`src/rtl/intersection_scheduler_pkg.sv`:
```
`default_nettype none
// ============================================================================
// Module      : tl_pkg
// Description : Shared definitions for the intersection scheduler. Holds the
//               phase codes, the lamp encodings, the last-served type, the
//               default phase timings and the phase-to-lamp decode.
// Revision    : 1.0 - initial release
// ============================================================================
package tl_pkg;

    // Phase codes; these values appear directly on the phase output
    localparam logic [2:0] c_ST_MAIN_G   = 3'd0;
    localparam logic [2:0] c_ST_MAIN_Y   = 3'd1;
    localparam logic [2:0] c_ST_ALL_RED  = 3'd2;
    localparam logic [2:0] c_ST_SIDE_G   = 3'd3;
    localparam logic [2:0] c_ST_SIDE_Y   = 3'd4;
    localparam logic [2:0] c_ST_PED_WALK = 3'd5;

    // Lamp encodings {red,yellow,green}
    localparam logic [2:0] c_RED    = 3'b100;
    localparam logic [2:0] c_YELLOW = 3'b010;
    localparam logic [2:0] c_GREEN  = 3'b001;

    typedef enum logic {
        SERVED_SIDE = 1'b0,
        SERVED_PED  = 1'b1
    } served_t;

    // Default phase durations in clock cycles
    localparam int c_MAIN_MIN_G = 20;
    localparam int c_SIDE_MIN_G = 5;
    localparam int c_SIDE_MAX_G = 15;
    localparam int c_YELLOW_T   = 3;
    localparam int c_ALLRED_T   = 2;
    localparam int c_WALK_T     = 10;

    // Phase to {main_road, side_road, walk}; unknown codes show the
    // MAIN_G pattern because those codes recover to MAIN_G.
    function automatic logic [6:0] lamps(input logic [2:0] st);
        logic [6:0] l;
        case (st)
            c_ST_MAIN_Y:   l = {c_YELLOW, c_RED,    1'b0};
            c_ST_ALL_RED:  l = {c_RED,    c_RED,    1'b0};
            c_ST_SIDE_G:   l = {c_RED,    c_GREEN,  1'b0};
            c_ST_SIDE_Y:   l = {c_RED,    c_YELLOW, 1'b0};
            c_ST_PED_WALK: l = {c_RED,    c_RED,    1'b1};
            default:       l = {c_GREEN,  c_RED,    1'b0};
        endcase
        return l;
    endfunction

endpackage
`default_nettype wire

```
`src/rtl/intersection_scheduler_if.sv`:
```
`default_nettype none
// ============================================================================
// Module      : intersection_scheduler_if
// Description : Request and lamp bundle of the intersection scheduler.
//               master : request source / lamp observer (environment)
//               slave  : the scheduler (reads requests, drives lamps)
//               SENSOR    - side-road vehicle present (level)
//               PED_REQ   - pedestrian button (any-length pulse)
//               main_road - main lamp {red,yellow,green}
//               side_road - side lamp {red,yellow,green}
//               walk      - pedestrian walk lamp
//               count     - cycles elapsed in current phase (saturating)
//               phase     - current phase code
// Revision    : 1.0 - initial release
// ============================================================================
interface intersection_scheduler_if;
    logic       SENSOR;
    logic       PED_REQ;
    logic [2:0] main_road;
    logic [2:0] side_road;
    logic       walk;
    logic [7:0] count;
    logic [2:0] phase;

    modport master (
        output SENSOR, PED_REQ,
        input  main_road, side_road, walk, count, phase
    );

    modport slave (
        input  SENSOR, PED_REQ,
        output main_road, side_road, walk, count, phase
    );
endinterface
`default_nettype wire

```
`src/rtl/intersection_scheduler_phase_timer.sv`:
```
`default_nettype none
// ============================================================================
// Module      : phase_timer
// Description : 8-bit saturating cycle counter with synchronous clear.
//               clk     - clock
//               rst     - synchronous active-high reset (clears)
//               i_clr   - clear on next edge (first cycle of a new phase)
//               o_count - current count, holds at 255
// Revision    : 1.0 - initial release
// ============================================================================
module phase_timer (
    input  wire logic       clk,
    input  wire logic       rst,
    input  wire logic       i_clr,
    output logic [7:0]      o_count
);
    logic [7:0] r_count;

    always_ff @(posedge clk) begin
        if (rst || i_clr) begin
            r_count <= 8'd0;
        end else if (r_count != 8'hFF) begin
            r_count <= r_count + 8'd1;
        end
    end

    assign o_count = r_count;
endmodule
`default_nettype wire

```
`src/rtl/intersection_scheduler.sv`:
```
`default_nettype none
// ============================================================================
// Module      : intersection_scheduler
// Description : Main/side road traffic light controller with a pedestrian
//               walk phase. Main road rests green; side (SENSOR level) and
//               pedestrian (latched PED_REQ) requests are served alternately
//               with a return to main green between any two services.
//               clk - clock, rst - synchronous active-high reset,
//               bus - intersection_scheduler_if.slave (requests, lamps,
//                     phase count, phase code)
// Revision    : 1.0 - initial release
// ============================================================================
module intersection_scheduler
    import tl_pkg::*;
#(
    parameter int MAIN_MIN_G = c_MAIN_MIN_G,
    parameter int SIDE_MIN_G = c_SIDE_MIN_G,
    parameter int SIDE_MAX_G = c_SIDE_MAX_G,
    parameter int YELLOW_T   = c_YELLOW_T,
    parameter int ALLRED_T   = c_ALLRED_T,
    parameter int WALK_T     = c_WALK_T
) (
    input  wire logic                  clk,
    input  wire logic                  rst,
    intersection_scheduler_if.slave    bus
);
    // Count values on the last cycle of each timed phase
    localparam logic [7:0] c_MAIN_LAST = 8'(MAIN_MIN_G - 1);
    localparam logic [7:0] c_SMIN_LAST = 8'(SIDE_MIN_G - 1);
    localparam logic [7:0] c_SMAX_LAST = 8'(SIDE_MAX_G - 1);
    localparam logic [7:0] c_YEL_LAST  = 8'(YELLOW_T - 1);
    localparam logic [7:0] c_AR_LAST   = 8'(ALLRED_T - 1);
    localparam logic [7:0] c_WALK_LAST = 8'(WALK_T - 1);

    logic [2:0] r_state;
    logic [2:0] r_target;
    served_t    r_last;
    logic       r_ped_pending;
    logic [2:0] r_main_road;
    logic [2:0] r_side_road;
    logic       r_walk;

    logic [2:0] w_next;
    logic [2:0] w_target;
    logic [7:0] w_count;
    logic       w_clr;
    logic       w_enter_side;
    logic       w_enter_ped;

    always_comb begin
        w_next   = r_state;
        w_target = r_target;
        case (r_state)
            c_ST_MAIN_G: begin
                if (w_count >= c_MAIN_LAST && (bus.SENSOR || r_ped_pending))
                    w_next = c_ST_MAIN_Y;
            end
            c_ST_MAIN_Y: begin
                if (w_count == c_YEL_LAST) begin
                    w_next = c_ST_ALL_RED;
                    // On a tie, serve whoever did not go last
                    if (bus.SENSOR && r_ped_pending)
                        w_target = (r_last == SERVED_PED) ? c_ST_SIDE_G : c_ST_PED_WALK;
                    else if (bus.SENSOR)
                        w_target = c_ST_SIDE_G;
                    else if (r_ped_pending)
                        w_target = c_ST_PED_WALK;
                    else
                        w_target = c_ST_MAIN_G;
                end
            end
            c_ST_ALL_RED: begin
                if (w_count == c_AR_LAST) begin
                    // Fall back to the other requester if the chosen one left
                    case (r_target)
                        c_ST_SIDE_G:
                            w_next = bus.SENSOR ? c_ST_SIDE_G :
                                     (r_ped_pending ? c_ST_PED_WALK : c_ST_MAIN_G);
                        c_ST_PED_WALK:
                            w_next = r_ped_pending ? c_ST_PED_WALK :
                                     (bus.SENSOR ? c_ST_SIDE_G : c_ST_MAIN_G);
                        default:
                            w_next = c_ST_MAIN_G;
                    endcase
                end
            end
            c_ST_SIDE_G: begin
                if (w_count == c_SMAX_LAST || (!bus.SENSOR && w_count >= c_SMIN_LAST))
                    w_next = c_ST_SIDE_Y;
            end
            c_ST_SIDE_Y: begin
                if (w_count == c_YEL_LAST) begin
                    w_next   = c_ST_ALL_RED;
                    w_target = c_ST_MAIN_G;
                end
            end
            c_ST_PED_WALK: begin
                if (w_count == c_WALK_LAST) begin
                    w_next   = c_ST_ALL_RED;
                    w_target = c_ST_MAIN_G;
                end
            end
            default: begin
                w_next   = c_ST_MAIN_G;
                w_target = c_ST_MAIN_G;
            end
        endcase
    end

    assign w_clr        = (w_next != r_state);
    assign w_enter_side = (w_next == c_ST_SIDE_G)   && (r_state != c_ST_SIDE_G);
    assign w_enter_ped  = (w_next == c_ST_PED_WALK) && (r_state != c_ST_PED_WALK);

    always_ff @(posedge clk) begin
        if (rst) begin
            r_state       <= c_ST_MAIN_G;
            r_target      <= c_ST_MAIN_G;
            r_last        <= SERVED_PED;
            r_ped_pending <= 1'b0;
            r_main_road   <= c_GREEN;
            r_side_road   <= c_RED;
            r_walk        <= 1'b0;
        end else begin
            r_state  <= w_next;
            r_target <= w_target;
            if (w_enter_side)
                r_last <= SERVED_SIDE;
            else if (w_enter_ped)
                r_last <= SERVED_PED;
            // Entry clears pending; button presses during the walk are dropped
            if (w_enter_ped)
                r_ped_pending <= 1'b0;
            else if (bus.PED_REQ && r_state != c_ST_PED_WALK)
                r_ped_pending <= 1'b1;
            {r_main_road, r_side_road, r_walk} <= lamps(w_next);
        end
    end

    phase_timer u_phase_timer (
        .clk     (clk),
        .rst     (rst),
        .i_clr   (w_clr),
        .o_count (w_count)
    );

    assign bus.main_road = r_main_road;
    assign bus.side_road = r_side_road;
    assign bus.walk      = r_walk;
    assign bus.count     = w_count;
    assign bus.phase     = r_state;
endmodule
`default_nettype wire

```
`src/flat_wrapper.sv`:
```
// flat-port wrapper written by rule: the top's interface ports become plain ports
module intersection_scheduler_flat import tl_pkg::*;
#(
    parameter int MAIN_MIN_G = c_MAIN_MIN_G,
    parameter int SIDE_MIN_G = c_SIDE_MIN_G,
    parameter int SIDE_MAX_G = c_SIDE_MAX_G,
    parameter int YELLOW_T   = c_YELLOW_T,
    parameter int ALLRED_T   = c_ALLRED_T,
    parameter int WALK_T     = c_WALK_T
)
  (clk, rst, bus_SENSOR, bus_PED_REQ, bus_main_road, bus_side_road, bus_walk, bus_count, bus_phase);
  intersection_scheduler_if bus_i ();
  input  wire logic clk;
  input  wire logic rst;
  input wire logic [$bits(bus_i.SENSOR)-1:0] bus_SENSOR;
  input wire logic [$bits(bus_i.PED_REQ)-1:0] bus_PED_REQ;
  output wire logic [$bits(bus_i.main_road)-1:0] bus_main_road;
  output wire logic [$bits(bus_i.side_road)-1:0] bus_side_road;
  output wire logic [$bits(bus_i.walk)-1:0] bus_walk;
  output wire logic [$bits(bus_i.count)-1:0] bus_count;
  output wire logic [$bits(bus_i.phase)-1:0] bus_phase;
  assign bus_i.SENSOR = bus_SENSOR;
  assign bus_i.PED_REQ = bus_PED_REQ;
  assign bus_main_road = bus_i.main_road;
  assign bus_side_road = bus_i.side_road;
  assign bus_walk = bus_i.walk;
  assign bus_count = bus_i.count;
  assign bus_phase = bus_i.phase;
  intersection_scheduler #(.MAIN_MIN_G(MAIN_MIN_G), .SIDE_MIN_G(SIDE_MIN_G), .SIDE_MAX_G(SIDE_MAX_G), .YELLOW_T(YELLOW_T), .ALLRED_T(ALLRED_T), .WALK_T(WALK_T)) u_core (.clk(clk), .rst(rst), .bus(bus_i));
endmodule
```
`config.mk`:
```
export PLATFORM = sky130hd
export DESIGN_NAME = intersection_scheduler_flat
export DESIGN_NICKNAME = d
export VERILOG_FILES = /design/src/rtl/intersection_scheduler_pkg.sv /design/src/rtl/intersection_scheduler_if.sv /design/src/rtl/intersection_scheduler_phase_timer.sv /design/src/rtl/intersection_scheduler.sv /design/src/flat_wrapper.sv
export SDC_FILE = /design/constraint.sdc
export NUM_CORES = 1
export LEC_CHECK = 0
export CORE_MARGIN = 3
export CORE_UTILIZATION = 41
export CTS_CLUSTER_DIAMETER = 60
export DETAILED_ROUTE_END_ITERATION = 6
export PLACE_DENSITY_LB_ADDON = 0.1
export SETUP_SLACK_MARGIN = 0.2
export SYNTH_ARGS = -nofsm -noshare
export SYNTH_HDL_FRONTEND = slang
export SYNTH_HIERARCHICAL = 1
export SYNTH_SLANG_ARGS = --single-unit
```
`constraint.sdc`:
```
create_clock -name clk -period 3.4 [get_ports clk]
set_input_delay 0.68 -clock clk [delete_from_list [all_inputs] [get_ports clk]]
set_output_delay 0.68 -clock clk [all_outputs]
set_load 0.01 [all_outputs]
```
## After elaboration in Yosys (flattened, before gate mapping)

Cells that the tools add are included.
Widths: inputs -> output; s select.

| operators by class | value |
|---|---|
| add/sub/neg operators | 1 |
| multipliers | 0 |
| divide/modulo/power cells | 0 |
| $lt $le $gt $ge | 2 |
| equality and inequality tests | 23 |
| shift operators | 0 |
| multiplexer cells | 20 |
| bitwise logic cells | 1 |
| reduce and logical (&&, ||, !) cells | 16 |

Operators by type and width:

| kind | count |
|---|---|
| $mux 3 | 13 |
| $pmux 7 s5 | 1 |
| $eq 8x4->1 const B | 2 |
| $eq 3x2->1 const B | 5 |
| $eq 3x3->1 const B | 5 |
| $pmux 3 s5 | 1 |
| $pmux 3 s4 | 1 |
| $add 8x1->8 const B | 1 |
| $eq 8x1->1 const B | 1 |
| $eq 8x2->1 const B | 1 |
| $ge 8x3->1 const B | 1 |
| $ge 8x5->1 const B | 1 |
| $ne 8x8->1 const B | 1 |
| $eq 3x1->1 const B | 2 |
| $logic_and 1x1->1 | 6 |
| $ne 2x1->1 const B | 3 |
| $pmux 3 s2 | 1 |
| $reduce_and 4->1 | 1 |
| $reduce_or 2->1 | 2 |
| $logic_not 3->1 | 1 |
| $logic_or 1x1->1 | 3 |
| $ne 3x2->1 const B | 1 |
| $ne 3x3->1 | 1 |
| $ne 3x3->1 const B | 1 |
| 6 further kinds | 7 |

| word-level totals | value |
|---|---|
| bits in registers | 23 |
| latch bits | 0 |
| memory bits (writable) | 0 |
| bits in read-only memories | 0 |
| output and inout bits | 18 |
| memories | 0 |

## Longest topological paths before layout

Gate-level depths: netlist (run 1).

| depth | value |
|---|---|
| depth after elaboration | 9 |
| mapped depth | 10 |
| depth with buffers taken out | 7 |

## Cells and area by module

Netlist (run 1), hierarchy kept.

By module, submodules not included:

| module | times used | cells each | area an instance (um2) | seq. area each (um2) |
|---|---|---|---|---|
| intersection_scheduler | 1 | 107 | 930.9 | 300.3 |
| phase_timer | 1 | 50 | 422.9 | 160.2 |

## Worst setup path before layout (run 1)

Ideal clock, no wire load.

| path | value |
|---|---|
| path kind | register to register |
| from | register u_core.u_phase_timer.r_count[7] (netlist: u_core/u_phase_timer/o_count[7]) |
| to | register u_core.u_phase_timer.r_count[0] (netlist: u_core/u_phase_timer/o_count[0]) |
| library setup time | 0.078 ns |
| arrival time | 2.511 ns |
| path slack | 0.811 ns |
| cell stages (with the launch flop) | 10 |
| clock period less this slack | 2.589 ns |
| path through | dfxtp_1 or4_1 clkbuf_2 o21a_1 a211oi_2 or2_2 o22ai_1 or2_2 clkbuf_2 nor3_1 |

| on the way | value |
|---|---|
| cells in the longest elaborated chain, start to end | 7 |
| elaborated cells on any way between the ends | 18 |
| classes of those cells | order compare: 2; eq/ne: 6; mux: 6; reduce/logical: 4 |

RTL lines:

| item | line | RTL |
|---|---|---|
| start: declaration | intersection_scheduler_phase_timer.sv:17 | `logic [7:0] r_count;` |
| start signal: assignment | intersection_scheduler_phase_timer.sv:23 | `r_count <= r_count + 8'd1;` |
| $ge 8x3->1 | intersection_scheduler.sv:88 | `if (w_count == c_SMAX_LAST \|\| (!bus.SENSOR && w_count >= c_SMIN_LAST))` |
| $logic_and 1x1->1 | intersection_scheduler.sv:88 |  |
| $logic_or 1x1->1 | intersection_scheduler.sv:88 |  |
| $mux 3 | intersection_scheduler.sv:88 |  |
| $pmux 3 s5 (*) | intersection_scheduler.sv:53 | `case (r_state)` |
| $ne 3x3->1 (*) | intersection_scheduler.sv:110 | `assign w_clr = (w_next != r_state);` |
| named net u_core.w_clr | intersection_scheduler.sv:46 | `logic w_clr;` |
| $logic_or 1x1->1 (*) | intersection_scheduler_phase_timer.sv:20 | `if (rst \|\| i_clr) begin` |

The timed path passes the listed nets; every way through them passes the cells marked *.
A chain may end at the register's enable or synchronous reset.

## Worst setup path after layout (run 1)

| path | value |
|---|---|
| from | register u_core.u_phase_timer.r_count[6] (netlist: u_core/u_phase_timer/o_count[6]) |
| to | register u_core.u_phase_timer.r_count[6] (netlist: u_core/u_phase_timer/o_count[6]) |

The elaborated chain is that of the path after synthesis.

==> out/results.tsv, run 1 <==
stage	metric	value	unit
run_status	status	complete, no violations	
global_routing	grt_max_degree	18	
sta	period_share	83.9	%
worst_setup_path	criticalPathCategory	reg -> reg	
yosys	ys.flop_type	dfxtp_1	
cts	htreeDepth	1	
final_layout	layout.nets	181	
power_and_ir_drop	p_leak	0.551	nW
flow_run	drv_cap	0	
floorplan	num_rows	20	
place	portBuffers	21	
floorplan	dieWidth	63.5	um
detailed_routing	avgViaCountPerCell	5.95	
floorplan	io_pins	22	
cts	cts_setup_buffers	0	
power_and_ir_drop	cell_internal_pwr	0.000339	W
yosys	syn_nets	162	
sta	setup_tns	0	ns
worst_setup_path	worst_setup_path_start_kind	flop	
yosys	synth_compound_area_share	23.8	%
cts	cts.repair.resized	0	
yosys	muxShareOfSynthArea	0.739	%
yosys	synth_seq_area_share	34.0	%
detailed_routing	dr.pass1.iters	4	
final_layout	diodes	0	
yosys	synth_edf_count	0	
yosys	yosys_register_bits	23	
cts	clock-sinks	23	
cts	cts.reportedPaths.clkPinSlew	0.12	ns
detailed_routing	vias	1304	
cts	cts_buffers	3	
sta	maxSlewViolCount	0	
sta	rsz0062_at_grt	false	
cts	cts_buffer_depth	2	
power_and_ir_drop	swShare	24.9	%
place	dpl.hpwl	2.46	mm
floorplan	core-area	0.00310	mm^2
worst_setup_path	worstPathRequired	3.65	ns
worst_setup_path	slowest_delay	0.68	ns
sta	setup_viol	0	
final_layout	seq_area	460	um^2
floorplan	start_util	43.6	%
power_and_ir_drop	clock_power_share	27.6	%
cts	cts_root_buf	clkbuf_4	
global_routing	grt.overflow.total	0	
detailed_routing	routed_wl	3.38	mm
yosys	synthXorXnorAreaFrac	1.29	%
floorplan	die_height	63.5	um
final_layout	final_common_cell	dfxtp_1	
worst_setup_path	critPathCaptureType	flop	
worst_setup_path	path_max_fanout	9	
worst_setup_path	crit_chain	or4_1, o21a_1, a211oi_2, or2_2, o22ai_1, or2_2, nor3_1	
cts	cts_tree	yes	
final_layout	layout.cells.most_common_list	dfxtp_1, clkdlybuf4s50_1, nor3_1	
yosys	synthArstFlopShare	0	%
sta	hold_viol_final	0	
detailed_routing	drcViolationCount	0	
cts	postCtsHoldBufs	0	
detailed_routing	wl_per_cell	15.4	um
worst_setup_path	path_buf_inv	0	
power_and_ir_drop	p_per_area	283	mW/mm^2
yosys	synth_cell_type_count	55	
sta	worst_pin_slew	0.613	ns
floorplan	dieArea	0.00403	mm^2
yosys	synthCells	157	
hold_path	hp-class	reg -> reg	
global_routing	antenna_found_initial	0	
yosys	netlist_area	0.00135	mm^2
worst_setup_path	cp.arrival	3.10	ns
global_routing	grt_pass1_vias	1231	
detailed_routing	ant_nets	0	
sta	min_period	2.85	ns
global_routing	grt_pass1_wl	5.80	mm
final_layout	final_layout_size_suffix_gt1_share	12.6	%
yosys	synth.avg_cell_area	8.62	um^2
sta	max_slew_margin	58.8	%
worst_setup_path	crit_path_frequent_cell	or2_2	
yosys	yosys_warnings	6	
yosys	synth_top_family_by_area	simple AND/OR/NAND/NOR gates	
worst_setup_path	cpLargestDelayFamily	simple AND/OR/NAND/NOR gates	
final_layout	fill_cells	316	
power_and_ir_drop	combPwrFrac	10.5	%
worst_setup_path	cp_slowest_cell	or4_1	
power_and_ir_drop	ir_drop	213	uV
power_and_ir_drop	switching_power	0.000113	W
cts	clkLatencyLatePin	0.31	ns
detailed_routing	drt-initial-drc-count	71	
final_layout	post-route-util	51.5	%
yosys	synth_adder_area_share	0.924	%
global_routing	grt_use_total	17.9	%
place	place.gp.congestion	0.856	
yosys	synthSimpleGateAreaFrac	32.3	%
sta	skew	0.00607	ns
power_and_ir_drop	seqPwrFrac	61.9	%
final_layout	syn_to_final_growth	17.9	%
final_layout	multiInputGateArea	798	um^2
sta	max_freq	0.351	GHz
[worst paths after layout]
kind                              startpoint                               to  slack (ns)  cells past startpoint
max reg2reg  u_core/u_phase_timer/o_count[6]  u_core/u_phase_timer/o_count[6]        0.55                      7
min                       u_core/r_target[0]               u_core/r_target[0]        0.53                      2
min reg2reg               u_core/r_target[0]               u_core/r_target[0]        0.53                      2
max          u_core/u_phase_timer/o_count[6]  u_core/u_phase_timer/o_count[6]        0.55                      7
[Yosys cell counts, drive strengths merged (2+ instances only)]
| library cell | n | area share (%) |
|---|---|---|
| dfxtp | 23 | 34 |
| nor3 | 15 | 6.3 |
| o21ai | 9 | 3.3 |
| a21oi | 8 | 3.0 |
| inv | 8 | 2.2 |
| nand3 | 7 | 2.6 |
| nor2 | 7 | 1.9 |
| buf | 6 | 3.4 |
| nand2 | 6 | 1.7 |
| nand3b | 5 | 2.8 |
| nor4 | 5 | 2.3 |
| or4 | 5 | 2.9 |
| a211oi | 4 | 3.3 |
| a31oi | 4 | 1.8 |
| nand4 | 3 | 1.4 |
| a21o | 2 | 1.1 |
| and3 | 2 | 0.92 |
| and4 | 2 | 1.3 |
| clkbuf | 2 | 0.74 |
| nor3b | 2 | 1.1 |
| o21a | 2 | 1.1 |
| or2 | 2 | 0.92 |
| xnor2 | 2 | 1.3 |
[power groups by stage]
stage	Clock, W	Sequential, W	Combinational, W
5_1_grt	0.000141	0.000281	0.0000526
3_5_place_dp	0	0.000286	0.0000471
3_3_place_gp	0	0.000286	0.0000469
4_1_cts	0.000131	0.000280	0.0000473
6_report	0.000125	0.000280	0.0000473
2_1_floorplan	0	0.000289	0.0000236
[cells by family after synthesis]
group / after synthesis
compound gates: 43
xor+xnor: 2
mux: 1
buf+inv: 17
fa+ha+maj: 1
simple gates: 70
flops: 23
[area by class of cell]
cell class	instances	share of cell area [%]
sequential	23	28.8
tap	44	3.45
clock inverter	1	0.313
clock buffer	3	1.41
inverter	8	1.88
multi-input combinational	117	50.0
timing repair buffer	23	14.1
[per-stage QoR]
stage / power [W] / cell area (um^2) / worst slack [ns] / cells / hold slack (ns)
2_1_floorplan: 0.000313 / 1350 / 0.811 / 157 / 0.475
4_1_cts: 0.000458 / 1600 / 0.547 / 219 / 0.525
5_1_grt: 0.000475 / 1600 / 0.394 / 219 / 0.594
3_5_place_dp: 0.000333 / 1570 / 0.365 / 215 / 0.508
3_3_place_gp: 0.000332 / 1570 / 0.496 / 215 / 0.507
6_report: 0.000452 / 1600 / 0.548 / 219 / 0.526
[state kept, by name, summed over array words and instances, names as in the netlist]
signal and cells:
u_core/r_target 3, u_core/bus.phase 3, u_core/bus.side_road 3, u_core/u_phase_timer/o_count 8, u_core/r_last 1, u_core/r_ped_pending 1
u_core/bus.main_road 3, u_core/bus.walk 1
[worst reg2reg max path, cell delays in order, from the launching register on]
cell and delay (ns):
dfxtp_1 0.42, or4_1 0.68, o21a_1 0.24, a211oi_2 0.51, or2_2 0.25, o22ai_1 0.08, or2_2 0.40, nor3_1 0.21
[routing by layer]
metal	vias to the layer above	global-route usage (%)	wire [um]
met3	7	2.67	212
li1	640	-	-
met5	-	0	0
met2	55	25.9	1460
met4	0	6.74	55
met1	602	26.4	1650
No activity file was read; power rests on OpenSTA's default activity.
==> run 2, diff against run 1 <==
==> constraint.sdc (replaced) <==
create_clock -name clk -period 2.6 [get_ports clk]
set_input_delay 0.52 -clock clk [delete_from_list [all_inputs] [get_ports clk]]
set_output_delay 0.52 -clock clk [all_outputs]
set_load 0.01 [all_outputs]
==> run 2 against run 1 <==
Net effect: combinational power increased by 50%; sequential share of layout area is 2.6 points lower; core utilization rose by 6.5 points; first-iteration DRC count is 44% higher; sequential power increased by 30%; global-route usage is 0.28 points higher; critical path depth unchanged; clock skew hardly changed; maximum frequency is 22% higher; die area stayed put; routed wire length rose by 10%; non-clock buffer count grew 15.
==> out/results.tsv, run 2 (synthesis gave the netlist of run 1 again) <==
stage	metric	value	unit	change
worst_setup_path	rr_endpoint	u_core/u_phase_timer/o_count[2]		
final_layout	syn_to_final_growth	32.9	%	
power_and_ir_drop	swShare	26.1	%	+1.1 points
cts	cts_buffers	3		unchanged
global_routing	grt_pass1_wl	6.00	mm	+3.5%
place	portBuffers	21		unchanged
sta	hold_viol_final	0		unchanged
global_routing	grt_pass1_vias	1287		+4.5%
hold_path	hp-class	reg -> reg		
worst_setup_path	cp-endpoint	u_core/u_phase_timer/o_count[2]		
worst_setup_path	worstPathRequired	2.84	ns	-0.81 ns
final_layout	seq_area	473	um^2	+2.7%
sta	period_share	90.3	%	+6.4 points
worst_setup_path	cp.arrival	2.59	ns	-0.51 ns
detailed_routing	dr.pass1.iters	4		unchanged
floorplan	io_pins	22		unchanged
global_routing	grtUsageMet2	30.0	%	+4.0 points
final_layout	final_layout_size_suffix_gt1_share	27.9	%	+15 points
final_layout	fin_area	0.00180	mm^2	+13%
detailed_routing	drt-initial-drc-count	102		+44%
place	placedCellCount	225		+4.7%
power_and_ir_drop	cell_internal_pwr	0.000446	W	+32%
cts	cts_tree	yes		
place	dpl.hpwl	2.65	mm	+7.8%
worst_setup_path	worst_setup_path_start_kind	flop		
detailed_routing	routed_wl	3.73	mm	+10%
cts	htreeDepth	1		unchanged
place	place.gp.congestion	0.805		-6.0%
final_layout	fill_cells	294		-7.0%
power_and_ir_drop	seqPwrFrac	60.4	%	-1.5 points
cts	clkLatencyLatePin	0.31	ns	about the same
place	place_area	0.00167	mm^2	+6.6%
floorplan	start_util	43.6	%	unchanged
cts	cts_buffer_depth	2		unchanged
detailed_routing	ant_nets	0		unchanged
worst_setup_path	criticalPathCategory	reg -> reg		
final_layout	largest_register_ff_count	8		unchanged
sta	fin_hold_ws	0.531	ns	+0.00515 ns
global_routing	use_met3	2.14	%	-0.53 points
detailed_routing	wl_per_cell	15.9	um	+3.3%
global_routing	grt.overflow.total	0		unchanged
sta	rsz0062_at_grt	true		
detailed_routing	vias	1373		+5.3%
detailed_routing	drcViolationCount	0		unchanged
worst_setup_path	rr_worst_depth	7		unchanged
floorplan	die_height	63.5	um	unchanged
power_and_ir_drop	clock_power_share	27.8	%	+0.2 points
worst_setup_path	critPathCaptureType	flop		
floorplan	core-area	0.00310	mm^2	unchanged
worst_setup_path	timing.rr.start	u_core/u_phase_timer/o_count[6]		
power_and_ir_drop	switching_power	0.000157	W	+40%
sta	min_period	2.35	ns	-0.505 ns
sta	setup_viol	0		unchanged
floorplan	num_rows	20		unchanged
final_layout	layout.cells.most_common_list	clkdlybuf4s50_1, buf_4, dfxtp_1		
detailed_routing	avgViaCountPerCell	5.87		-1.5%
power_and_ir_drop	p_per_area	336	mW/mm^2	+19%
final_layout	layout.nets	196		+8.3%
sta	max_freq	0.426	GHz	+22%
flow_run	drv_cap	0		unchanged
sta	worst_pin_slew	0.418	ns	-0.195 ns
cts	cts.reportedPaths.clkPinSlew	0.13	ns	about the same
final_layout	multiInputGateArea	876	um^2	+9.7%
cts	cts_root_buf	clkbuf_4		
global_routing	grtUsageMet1	25.1	%	-1.3 points
sta	maxSlewViolCount	0		unchanged
floorplan	dieWidth	63.5	um	unchanged
power_and_ir_drop	combPwrFrac	11.7	%	+1.2 points
cts	clock-sinks	23		unchanged
global_routing	antenna_found_initial	0		unchanged
worst_setup_path	r2r_slack	0.25	ns	-0.30 ns
final_layout	post-route-util	58.0	%	+6.5 points
power_and_ir_drop	ir_drop	259	uV	+21%
final_layout	diodes	0		unchanged
sta	skew	0.00577	ns	-0.000297 ns
final_layout	fin_cells	234		+6.8%
final_layout	final_common_cell	clkdlybuf4s50_1		
floorplan	dieArea	0.00403	mm^2	unchanged
power_and_ir_drop	p_leak	0.639	nW	+16%
run_status	status	complete, no violations		
sta	max_slew_margin	72.1	%	+13 points
worst_setup_path	path_max_fanout	8		-1
power_and_ir_drop	power	0.000604	W	+34%
global_routing	busiest_layer	met2		
global_routing	grt_max_degree	14		-4
global_routing	grt_use_total	18.1	%	+0.28 points
worst_setup_path	crit_start	u_core/u_phase_timer/o_count[6]		
-- run 2: cell type report --
cell class                 instances  share of cell area (%)
clock inverter                     1                   0.278
sequential                        23                    26.3
timing repair buffer              38                    18.8
clock buffer                       3                    1.25
inverter                           8                    1.67
tap                               44                    3.06
multi-input combinational        117                    48.7
-- run 2: power by group through the flow --
stage / combinational [W] / sequential, W / clock (W)
final: 0.0000708 / 0.000365 / 0.000168
after global routing: 0.0000768 / 0.000366 / 0.000189
after CTS: 0.0000682 / 0.000365 / 0.000175
after detailed placement: 0.0000673 / 0.000373 / 0
after global placement: 0.0000663 / 0.000373 / 0
after floorplan: 0.0000331 / 0.000378 / 0
-- run 2: critical path, cell delays in order (launching register included) --
cell and delay (ns):
dfxtp_4 0.38, or4_4 0.56, o21a_1 0.22, a211oi_4 0.33
or2_4 0.20, o22ai_1 0.08, or2_4 0.30, nor3_2 0.20
-- run 2: metrics by stage --
step | TNS [ns] | worst slack [ns]
2_1_floorplan | 0 | 0.164
3_3_place_gp | 0 | 0.0890
3_5_place_dp | -0.0324 | -0.0324
4_1_cts | 0 | 0.200
5_1_grt | 0 | 0.156
6_report | 0 | 0.253
-- run 2: repair_timing --
action	CTS	global route
hold buffers	0	0
setup endpoints to repair	11	8
pin swaps	3	4
setup buffers	3	2
resized for setup	7	8
-- run 2: how the worst min path moves through the flow --
| stage | start | end | slack [ns] | cells after the start |
|---|---|---|---|---|
| global route | u_core/r_target[0] | u_core/r_target[0] | 0.58 | 2 |
| finish | u_core/r_target[0] | u_core/r_target[0] | 0.53 | 2 |
| floorplan | u_core/r_target[0] | u_core/r_target[0] | 0.48 | 2 |
| CTS | u_core/r_target[0] | u_core/r_target[0] | 0.53 | 2 |
| detailed placement | u_core/r_target[0] | u_core/r_target[0] | 0.51 | 2 |
| global placement | u_core/r_target[0] | u_core/r_target[0] | 0.49 | 2 |
-- run 2: per-layer routing --
metal  share of wire, %  vias to the layer above
met5                  0                        -
met4               0.83                        0
met3                4.7                        4
met2                 47                       43
met1                 47                      659
li1                   -                      667
==> run 3, diff against run 2 <==
--- a/config.mk
+++ b/config.mk
@@ -9,6 +9,7 @@
 export CORE_UTILIZATION = 41
 export CTS_CLUSTER_DIAMETER = 60
 export DETAILED_ROUTE_END_ITERATION = 6
+export GPL_TIMING_DRIVEN = 0
 export PLACE_DENSITY_LB_ADDON = 0.1
 export SETUP_SLACK_MARGIN = 0.2
 export SYNTH_ARGS = -nofsm -noshare
==> run 3 against run 2 <==
Net effect: the run now ends with negative setup slack left; register-to-register slack worse by 0.27 ns; routed wire length decreased by 1.0%; worst setup slack worse by 0.27 ns; flip-flop and latch count did not move; largest power group unchanged.
==> out/results.tsv, run 3 (synthesis gave the netlist of run 1 again) <==
stage	metric	value	unit	change
final_layout	largest_register_ff_count	8		unchanged
cts	clock-sinks	23		unchanged
sta	max_slew_margin	68.4	%	-3.7 points
detailed_routing	ant_nets	0		unchanged
sta	setup_ws	-0.0171	ns	-0.270 ns
detailed_routing	vias	1376		+0.22%
detailed_routing	dr.pass1.iters	5		+1
cts	clkLatencyLatePin	0.30	ns	about the same
sta	skew	0.00635	ns	+0.000572 ns
place	place.gp.congestion	0.811		+0.76%
floorplan	core-area	0.00310	mm^2	unchanged
global_routing	grt.overflow.total	0		unchanged
sta	max_freq	0.382	GHz	-10%
sta	maxSlewViolCount	0		unchanged
worst_setup_path	cp_slowest_cell	or4_4		
final_layout	final_common_cell	clkdlybuf4s50_1		
worst_setup_path	worst_setup_path_start_kind	flop		
power_and_ir_drop	combPwrFrac	10.6	%	-1.1 points
global_routing	grt_use_total	18.9	%	+0.79 points
detailed_routing	drt-initial-drc-count	79		-23%
floorplan	dieArea	0.00403	mm^2	unchanged
worst_setup_path	rr_worst_depth	10		+3
sta	setup_viol	2		+2
power_and_ir_drop	ir_drop	225	uV	-13%
sta	rsz0062_at_grt	true		
power_and_ir_drop	power	0.000596	W	-1.2%
sta	worst_pin_slew	0.470	ns	+0.0524 ns
cts	cts_buffers	3		unchanged
worst_setup_path	cp.arrival	2.84	ns	+0.25 ns
cts	cts_buffer_depth	2		unchanged
flow_run	drv_cap	0		unchanged
power_and_ir_drop	seqPwrFrac	62.1	%	+1.7 points
detailed_routing	wl_per_cell	15.8	um	-1.0%
worst_setup_path	critPathCaptureType	flop		
cts	cts_tree	yes		
sta	hold_viol_final	0		unchanged
power_and_ir_drop	p_per_area	318	mW/mm^2	-5.2%
global_routing	antenna_found_initial	0		unchanged
floorplan	dieWidth	63.5	um	unchanged
floorplan	start_util	43.6	%	unchanged
run_status	failed_checks	negative setup slack		
cts	cts_root_buf	clkbuf_4		
power_and_ir_drop	cell_internal_pwr	0.000447	W	about the same
power_and_ir_drop	clock_power_share	27.2	%	-0.6 points
sta	period_share	101	%	+10 points
floorplan	die_height	63.5	um	unchanged
global_routing	grt_pass1_vias	1303		+1.2%
floorplan	num_rows	20		unchanged
global_routing	grt_pass1_wl	6.20	mm	+3.3%
final_layout	syn_to_final_growth	38.5	%	
worst_setup_path	path_max_fanout	8		unchanged
worst_setup_path	worstPathRequired	2.83	ns	about the same
cts	htreeDepth	1		unchanged
hold_path	whs_path_depth	2		unchanged
place	place_ws	-0.284	ns	-0.251 ns
final_layout	layout.nets	196		unchanged
worst_setup_path	criticalPathCategory	reg -> reg		
place	place_area	0.00166	mm^2	-0.60%
final_layout	post-route-util	60.4	%	+2.5 points
final_layout	layout.cells.most_common_list	clkdlybuf4s50_1, dfxtp_1, buf_4		
global_routing	grt_max_degree	17		+3
hold_path	hp-class	reg -> reg		
sta	min_period	2.62	ns	+0.270 ns
final_layout	diodes	0		unchanged
floorplan	io_pins	22		unchanged
power_and_ir_drop	switching_power	0.000149	W	-5.0%
final_layout	final_layout_size_suffix_gt1_share	29.5	%	+1.6 points
detailed_routing	avgViaCountPerCell	5.88		+0.22%
cts	cts.reportedPaths.clkPinSlew	0.13	ns	about the same
place	dpl.hpwl	2.41	mm	-8.9%
worst_setup_path	slowest_delay	0.53	ns	-0.03 ns
detailed_routing	routed_wl	3.69	mm	-1.0%
worst_setup_path	path_buf_inv	3		+3
worst_setup_path	cpLargestDelayFamily	simple AND/OR/NAND/NOR gates		
final_layout	fin_area	0.00188	mm^2	+4.2%
run_status	status	complete, but fails checks		
sta	fin_hold_ws	0.525	ns	-0.00637 ns
power_and_ir_drop	swShare	25.1	%	-0.99 points
worst_setup_path	cp.depth	10		+3
worst_setup_path	crit_chain	or4_4, buf_8, o21ai_2, or3b_1, buf_6, nor4_4, o22ai_2, or2_4, clkbuf_16, nor3b_4		
place	portBuffers	21		unchanged
power_and_ir_drop	p_leak	0.665	nW	+4.1%
detailed_routing	drcViolationCount	0		unchanged
run 3: cell types whose count changed in the layout (fill, tap and decap cells not counted), sizes merged:
cell | before | now
clkinv | 1 | 0
buf | 17 | 15
dlygate4sd1 | 0 | 1
clkbuf | 3 | 5
run 3: power groups by stage:
stage	sequential, W	clock [W]	combinational, W
floorplan	0.000378	0	0.0000331
global placement	0.000379	0	0.0000539
detailed placement	0.000380	0	0.0000555
CTS	0.000371	0.000170	0.0000614
global route	0.000372	0.000179	0.0000700
finish	0.000371	0.000162	0.0000635
run 3: layout make-up:
type | instances | area [um^2]
Tap cell | 44 | 55.1
Timing Repair Buffer | 29 | 270
Fill cell | 287 | 1230
Clock buffer | 4 | 26.3
Multi-Input combinational cell | 117 | 913
Inverter | 8 | 30.0
Sequential cell | 23 | 479
Buffer | 9 | 101
run 3: repair_timing:
action                     4_1_cts  5_1_grt
resized for setup               16       14
setup endpoints to repair       12       17
hold buffers                     0        0
pin swaps                       12        2
buffers inserted                 8        0
run 3: per-stage QoR:
step,cells,setup TNS [ns]
floorplan,157,0
global placement,222,-1.60
detailed placement,222,-1.77
CTS,234,0
global route,234,-0.174
finish,234,-0.0245
run 3: layer usage:
layer | up-vias | wire length [um] | GRT usage [%]
met5 | - | 0 | 0
met4 | 0 | 21 | 4.31
met3 | 2 | 183 | 2.14
met2 | 44 | 1740 | 29.7
met1 | 665 | 1740 | 27.7
li1 | 665 | - | -
run 3: worst paths after layout:
| check | end | from | slack [ns] |
|---|---|---|---|
| setup reg to reg | u_core/u_phase_timer/o_count[7] | u_core/u_phase_timer/o_count[6] | -0.02 |
| setup / recovery | u_core/u_phase_timer/o_count[7] | u_core/u_phase_timer/o_count[6] | -0.02 |
| hold / removal | u_core/r_target[1] | u_core/r_target[1] | 0.53 |
| hold reg to reg | u_core/r_target[1] | u_core/r_target[1] | 0.53 |
run 3: worst reg2reg max path, stage by stage (launching register included):
cell       delay, ns
dfxtp_4         0.36
or4_4           0.53
buf_8           0.15
o21ai_2         0.10
or3b_1          0.37
buf_6           0.14
nor4_4          0.18
o22ai_2         0.12
or2_4           0.24
clkbuf_16       0.17
nor3b_4         0.19
